<file path="config.mk">
export PLATFORM = sky130hd
export DESIGN_NAME = info_frame_builder
export DESIGN_NICKNAME = d
export VERILOG_FILES = /design/src/rtl/info_frame_builder.sv
export SDC_FILE = /design/constraint.sdc
export NUM_CORES = 1
export LEC_CHECK = 0
export CORE_MARGIN = 1.5
export CORE_UTILIZATION = 30
export CTS_BUF_LIST = sky130_fd_sc_hd__clkbuf_8
export CTS_CLUSTER_SIZE = 20
export DETAILED_ROUTE_END_ITERATION = 16
export PLACE_DENSITY = 0.49
export SLEW_MARGIN = 10
export SYNTH_ARGS = -nofsm -noshare
export SYNTH_HDL_FRONTEND = slang
export SYNTH_SLANG_ARGS = --single-unit
</file>
<file path="constraint.sdc">
create_clock -name clk_pixel -period 5.94 [get_ports clk_pixel]
set_input_delay 0.594 -clock clk_pixel [delete_from_list [all_inputs] [get_ports clk_pixel]]
set_output_delay 0.594 -clock clk_pixel [all_outputs]
set_load 0.05 [all_outputs]
</file>
<file path="src/rtl/info_frame_builder.sv">
// info_frame_builder
// Double-buffered, runtime-programmable HDMI InfoFrame source. The host fills a
// shadow payload buffer and pulses commit; the checksum is then accumulated one
// byte per cycle, and the finished frame is swapped into the active buffer only
// on a packet boundary so the packet assembler never sees a frame change
// mid-packet.
module info_frame_builder #(
  parameter logic [7:0] TYPE    = 8'h84,
  parameter logic [7:0] VERSION = 8'd1,
  parameter logic [4:0] LENGTH  = 5'd10
) (
  input  logic        clk_pixel,
  input  logic        reset,
  input  logic        wr_en,
  input  logic [4:0]  wr_addr,
  input  logic [7:0]  wr_data,
  input  logic        commit,
  input  logic        packet_boundary,
  output logic [23:0] header,
  output logic [55:0] sub [3:0],
  output logic        frame_valid,
  output logic        busy
);

  // PB0..PB27: four subpackets of seven bytes each.
  localparam int unsigned NUM_PB = 28;

  localparam logic [7:0] HB2        = {3'b000, LENGTH};
  localparam logic [7:0] HEADER_SUM = 8'(TYPE + VERSION + HB2);

  typedef enum logic [1:0] {
    IDLE,
    SUM,
    PENDING
  } state_e;

  state_e      state_q, state_d;
  logic [7:0]  acc_q, acc_d;
  logic [4:0]  index_q, index_d;
  logic [7:0]  checksum_q, checksum_d;
  logic [7:0]  shadow_q [NUM_PB];
  logic [7:0]  shadow_d [NUM_PB];
  logic [7:0]  active_q [NUM_PB];
  logic [7:0]  active_d [NUM_PB];
  logic        frame_valid_q, frame_valid_d;
  logic        busy_q, busy_d;
  logic [7:0]  sum_next;

  // Header bytes are fixed by the parameters and never pass through a register.
  assign header = {HB2, VERSION, TYPE};

  // Next-state logic: shadow writes, checksum accumulation, and the boundary swap.
  always_comb begin
    // NOTE: every variable gets its hold value first so no path through the
    // case/if tree leaves it unassigned, which would infer a latch.
    state_d       = state_q;
    acc_d         = acc_q;
    index_d       = index_q;
    checksum_d    = checksum_q;
    shadow_d      = shadow_q;
    active_d      = active_q;
    frame_valid_d = frame_valid_q;
    sum_next      = acc_q + shadow_q[index_q];

    // Writes are only accepted while idle, so the bytes being summed are
    // frozen for the whole commit. PB0 is the checksum and is not writable.
    if (wr_en && !busy_q && (wr_addr != 5'd0) && (wr_addr <= LENGTH)) begin
      shadow_d[wr_addr] = wr_data;
    end

    unique case (state_q)
      IDLE: begin
        if (commit) begin
          state_d = SUM;
          acc_d   = HEADER_SUM;
          index_d = 5'd1;
        end
      end
      SUM: begin
        acc_d   = sum_next;
        index_d = index_q + 5'd1;
        if (index_q == LENGTH) begin
          state_d    = PENDING;
          checksum_d = 8'h00 - sum_next;
        end
      end
      PENDING: begin
        if (packet_boundary) begin
          active_d[0] = checksum_q;
          for (int i = 1; i < NUM_PB; i++) begin
            active_d[i] = (i <= int'(LENGTH)) ? shadow_q[i] : 8'h00;
          end
          frame_valid_d = 1'b1;
          state_d       = IDLE;
        end
      end
      default: state_d = IDLE;
    endcase

    busy_d = (state_d != IDLE);
  end

  // State and buffer registers with synchronous reset.
  always_ff @(posedge clk_pixel) begin
    // NOTE: sequential state uses non-blocking assignments so every register
    // samples its _d value from the same edge, independent of statement order.
    if (reset) begin
      state_q       <= IDLE;
      acc_q         <= 8'h00;
      index_q       <= 5'd0;
      checksum_q    <= 8'h00;
      // NOTE: both buffers are cleared on reset because a reset must blank
      // the outgoing frame (sub = 0), so they are flops rather than RAM.
      shadow_q      <= '{default: 8'h00};
      active_q      <= '{default: 8'h00};
      frame_valid_q <= 1'b0;
      busy_q        <= 1'b0;
    end else begin
      state_q       <= state_d;
      acc_q         <= acc_d;
      index_q       <= index_d;
      checksum_q    <= checksum_d;
      shadow_q      <= shadow_d;
      active_q      <= active_d;
      frame_valid_q <= frame_valid_d;
      busy_q        <= busy_d;
    end
  end

  // Subpacket i carries PB[7i]..PB[7i+6], lowest byte in the low bits.
  always_comb begin
    for (int i = 0; i < 4; i++) begin
      sub[i] = '0;
      for (int k = 0; k < 7; k++) begin
        sub[i][8*k +: 8] = active_q[7*i + k];
      end
    end
  end

  assign frame_valid = frame_valid_q;
  assign busy        = busy_q;

endmodule

</file>
==> Yosys cells after proc, flatten, opt, wreduce, memory -nomap -nowiden <==
Cells that the tools add are included.
{ "word_totals": {"ff_bits": 337, "out_inout_bits": 250, "word_cells": 84} }
{ "classes": {"magnitude_cmp": 4, "n_reduce_logical": 12, "bitwise": 2, "n_mux": 14, "eq_ne": 4, "n_addsub": 3} }
{ "op_table": {"columns": ["cell", "n"], "rows": [
  ["$bwmux W224", 1],
  ["$bmux W8 S5", 1],
  ["$demux W8 S5", 1],
  ["$mux W8", 4],
  ["$pmux W8 S2", 1],
  ["$ge A6 B6 Y1 const B", 2],
  ["$not A5 Y6", 2],
  ["$pmux W5 S2", 1],
  ["$add A8 B8 Y8", 1],
  ["$sub A1 B8 Y8 const A", 1],
  ["$lt A6 B1 Y1 const B", 1],
  ["$mux W2", 3],
  ["$pmux W2 S3", 1],
  ["$reduce_and A2 Y1", 3],
  ["$add A5 B1 Y5 const B", 1],
  ["$eq A5 B4 Y1 const B", 1],
  ["$le A5 B4 Y1 const B", 1],
  ["$mux W5", 1],
  ["$reduce_bool A5 Y1", 1],
  ["$logic_and A1 B1 Y1", 4],
  ["$reduce_bool A2 Y1", 2],
  ["$eq A2 B1 Y1 const B", 1],
  ["$eq A2 B2 Y1 const B", 1],
  ["$logic_not A2 Y1", 1],
  ["2 further kinds", 2]
]} }

==> Logic depth before layout (Yosys ltp) <==
{ "depth": {"word_depth": 6, "ltp_mapped": 17, "mapped_depth_nobuf": 14} }

==> Worst setup path after synthesis <==
Ideal clock, no wire load.
{ "synth_timing": {"path_kind": "register -> register", "startpoint": "reg index_q[0]", "endpoint": "reg checksum_q[7]", "t_arrival_ps": 4208, "stages_incl_launch_ff": 18, "synth_period_minus_slack_ps": 4299, "setup_slack_ps": 1641, "path_cell_list": "dfxtp_1 -> buf_4 -> buf_2 -> buf_2 -> mux4_2 -> mux2i_1 -> o22ai_1 -> mux2_2 -> ha_1 -> fa_1 -> a211oi_1 -> nor2_1 -> xor2_1 -> nand3b_1 -> nor3_1 -> xnor2_1 -> xnor2_1 -> a311oi_1"} }
{ "synth_between": {"elab_chain_len": 6, "word_cells_on_any_way": 8, "classes_between": "add/sub (2); eq/ne (1); mux (3); bitwise (1); reduce/logical (1)"} }
{ "synth_lines": {"columns": ["element", "line_no", "rtl"], "rows": [
  ["start: declaration", "39", "logic [4:0] index_q, index_d;"],
  ["start signal: assignment", "121", "index_q <= index_d;"],
  ["$not A5 Y6 (implied by the code)", "63", "sum_next = acc_q + shadow_q[index_q];"],
  ["$bmux W8 S5", "63", null],
  ["$mux W8 (implied by the code) (2 in series)", "63", null],
  ["$add A8 B8 Y8", "63", null],
  ["$sub A1 B8 Y8", "84", "checksum_d = 8'h00 - sum_next;"],
  ["end signal: assignment", "122", "checksum_q <= checksum_d;"],
  ["end: declaration", "40", "logic [7:0] checksum_q, checksum_d;"]
]} }
Parallel ways exist; a longest one is shown, timed or not. The select of a mux whose other input is x is not followed.
A chain may end at the register's enable or synchronous reset.

==> Worst setup path in the final report <==
Same ends and word-level chain as after synthesis.

==> qor.yml <==
synthTopCellsByCount: "dfxtp_1 (337), nand2_1 (186), buf_4 (161)"
grt-busiest-layer: "met2"
grt_util_met3: 0.0256
synth_top_family_by_area: "multiplexers"
synth_compound_area_frac: 0.0532
diodes: 0
port_buffers: 107
yosys-top-cells-area: "dfxtp_1 (48%), mux4_2 (9.8%), buf_4 (8.6%)"
finalWeightedCongestion: 0.811
worstPathRequired_ns: 6.43
fin_cells: 2119
htree_levels: 2
wl_per_cell_um: 16.0
final-seq-area_mm2: 0.00675
cap_violations: 0
post_cts_buffers: 0
synthCells: 1394
synth.distinct_cells: 43
grt_util_met2: 0.208
ys_ff_latch: 337
cpMaxStageDelayCell: "dfxtp_4"
drc: 0
worstSetupStartpointType: "flip-flop"
synth_top_area_frac: 0.482
synth.area.mux_share: 0.174
post-route-period-util: 0.770
dr.pass1.iters: 5
nNetsFinal: 1509
leakage_nw: 6.38
initial_core_util: 0.307
rsz0062_at_grt: "no"
grt_max_degree: 182
dp_hpwl_mm: 23.1
drv_slew: 0
met1_usage: 0.206
syn_area_per_cell_um2: 10.0
row_count: 78
via_count: 9234
slowest_delay_ns: 0.61
vias_per_cell: 4.36
cts.sinks: 337
skew_ns: 0.0279
fmax_mhz: 219
synth_top_area_cell: "dfxtp_1"
multi_input_area_mm2: 0.00628
grt_pass1_vias: 9035
hold_buffers: 0
cp_max_fo: 29
die_w_um: 219
finalSetupViolations: 0
cts_made_buffers: 55
grt.overflow.total: 0
insertion_delay_ns: 0.61
track_usage: 0.141
finalPower_mw: 4.67
ys_async_sr_fraction: 0
core_mm2: 0.0457
grt_pass1_wl_mm: 52.9
antenna_found_initial: 1
io_pins: 268
path_class: "reg -> reg"
drive_gt1_frac: 0.115
drtAntennaViolNets: 0
clk_pin_slew_ns: 0.06
synthAdderAreaFrac: 0.0104
netlist_area_mm2: 0.0140
synthFlopType: "dfxtp_1"
area_growth_pct: 15.1
maxSlewHeadroom: 0.274
die_h_um: 219
drt_iter0_markers: 575
fin_tns_setup_ns: 0
die_area_mm2: 0.0480
cts_tree: "done"
placed_cells: 2023
endpoint_kind: "flip-flop"
cts-root-buf: "clkbuf_8"
status: "finished clean"
worstHoldPathType: "reg -> reg"
yosys.area_share.simple: 0.158
layout_min_cycle_time_ns: 4.58
synth_most_common_cell: "dfxtp_1"
synth-edff-count: 0
peakVddDrop_uv: 151
fillCellCount: 4631
tightest_slew_ns: 1.09
synthXorXnorAreaFrac: 0.00813
cts_resized: 0
r2r_slack_ns: 1.36
clk_path_buf_depth: 3
ys_seq_area_frac: 0.482
crit_chain: "buf_4 > buf_4 > mux4_2 > mux4_2 > mux2_2 > ha_1 > a21oi_1 > nand2_1 > a21o_1 > a21oi_1 > xor2_1 > xnor2_1 > a311oi_1"
powerDensity_mw_per_mm2: 290
yosysWarnings: 0
crit_arrival_ns: 5.07
final-hold-violation-count: 0
drt-total-wl_mm: 34.0
kinds of logic after synthesis:
kind of cell / after synthesis
other: 2
muxes: 163
buffers and inverters: 261
xor gates and xnor gates: 13
DFF: 337
adders and majority gates: 11
and+or+nand+nor: 474
AOI/OAI and AO/OA: 133
area by class of cell:
cell class / instances / share of cell area
inverter: 13 / 0.00303
clock buffer: 73 / 0.0623
sequential: 337 / 0.419
timing repair buffer: 119 / 0.0731
tap: 600 / 0.0466
clock inverter: 23 / 0.00621
multi-input combinational: 954 / 0.390
through the flow:
| stage | cell area (µm²) | utilization | setup WS (ns) | hold WS, ns |
|---|---|---|---|---|
| after floorplan | 14600 | - | 1.64 | 0.429 |
| after global placement | 15000 | 0.329 | 1.35 | 0.446 |
| after detailed placement | 15000 | 0.329 | 1.28 | 0.446 |
| after CTS | 16100 | 0.353 | 1.26 | 0.454 |
| after global routing | 16100 | 0.353 | 0.935 | 0.471 |
| final | 16100 | 0.353 | 1.36 | 0.452 |
worst paths after layout:
kind                                         startpoint                    endpoint  cells after the start
worst max-delay path            index_q[0]$_SDFFE_PP0P_  checksum_q[7]$_SDFFE_PP0P_                     13
worst min register to register     sub[21]$_SDFFE_PP0P_        sub[21]$_SDFFE_PP0P_                      2
worst max register to register  index_q[0]$_SDFFE_PP0P_  checksum_q[7]$_SDFFE_PP0P_                     13
worst min-delay path               sub[21]$_SDFFE_PP0P_        sub[21]$_SDFFE_PP0P_                      2
metal layers:
layer / routed length [µm] / share of wire
met5: 13 / 0.00038
met4: 804 / 0.024
met3: 1960 / 0.058
met2: 14600 / 0.43
met1: 16500 / 0.49
report_power, final:
| part | switching (mW) | internal [mW] |
|---|---|---|
| logic | 0.329 | 0.0609 |
| registers | 0.0179 | 2.27 |
| clock network | 0.907 | 1.09 |
| total | 1.25 | 3.42 |
critical path, delay by kind of cell (launching register included):
family          cells  cell delay (ns)
fa+ha+maj           1             0.33
simple gates        1             0.10
buf+inv             2             0.91
flops               1             0.61
mux                 3             1.29
xor+xnor            2             0.43
compound gates      4             0.79
registers in the layout, indices dropped and copies added (netlist names):
| register | flops |
|---|---|
| index_q | 5 |
| sub | 88 |
| frame_valid | 1 |
| state_q | 2 |
| busy | 1 |
| checksum_q | 8 |
| shadow_q | 224 |
| acc_q | 8 |
layout by cell type (no fill, tap or decap), types with 3 or more instances in the layout:
cell               n
mux4_2            61
clkinv_2           4
nand2b_1           3
nor2_1           115
a21oi_1          100
nand3_1            5
clkbuf_8          73
nor2b_1          146
a21o_1             5
nand3b_1           3
buf_4             11
ha_1              10
clkdlybuf4s50_1  106
mux2_2             9
nor3_1             5
nand2_1          186
xor2_1             6
a22oi_1            6
conb_1           160
xnor2_1            7
o22ai_1            8
inv_1             23
mux2i_1           91
inv_2              5
a211oi_1           6
dfxtp_1          335
Power figures use the tool's default switching activity.
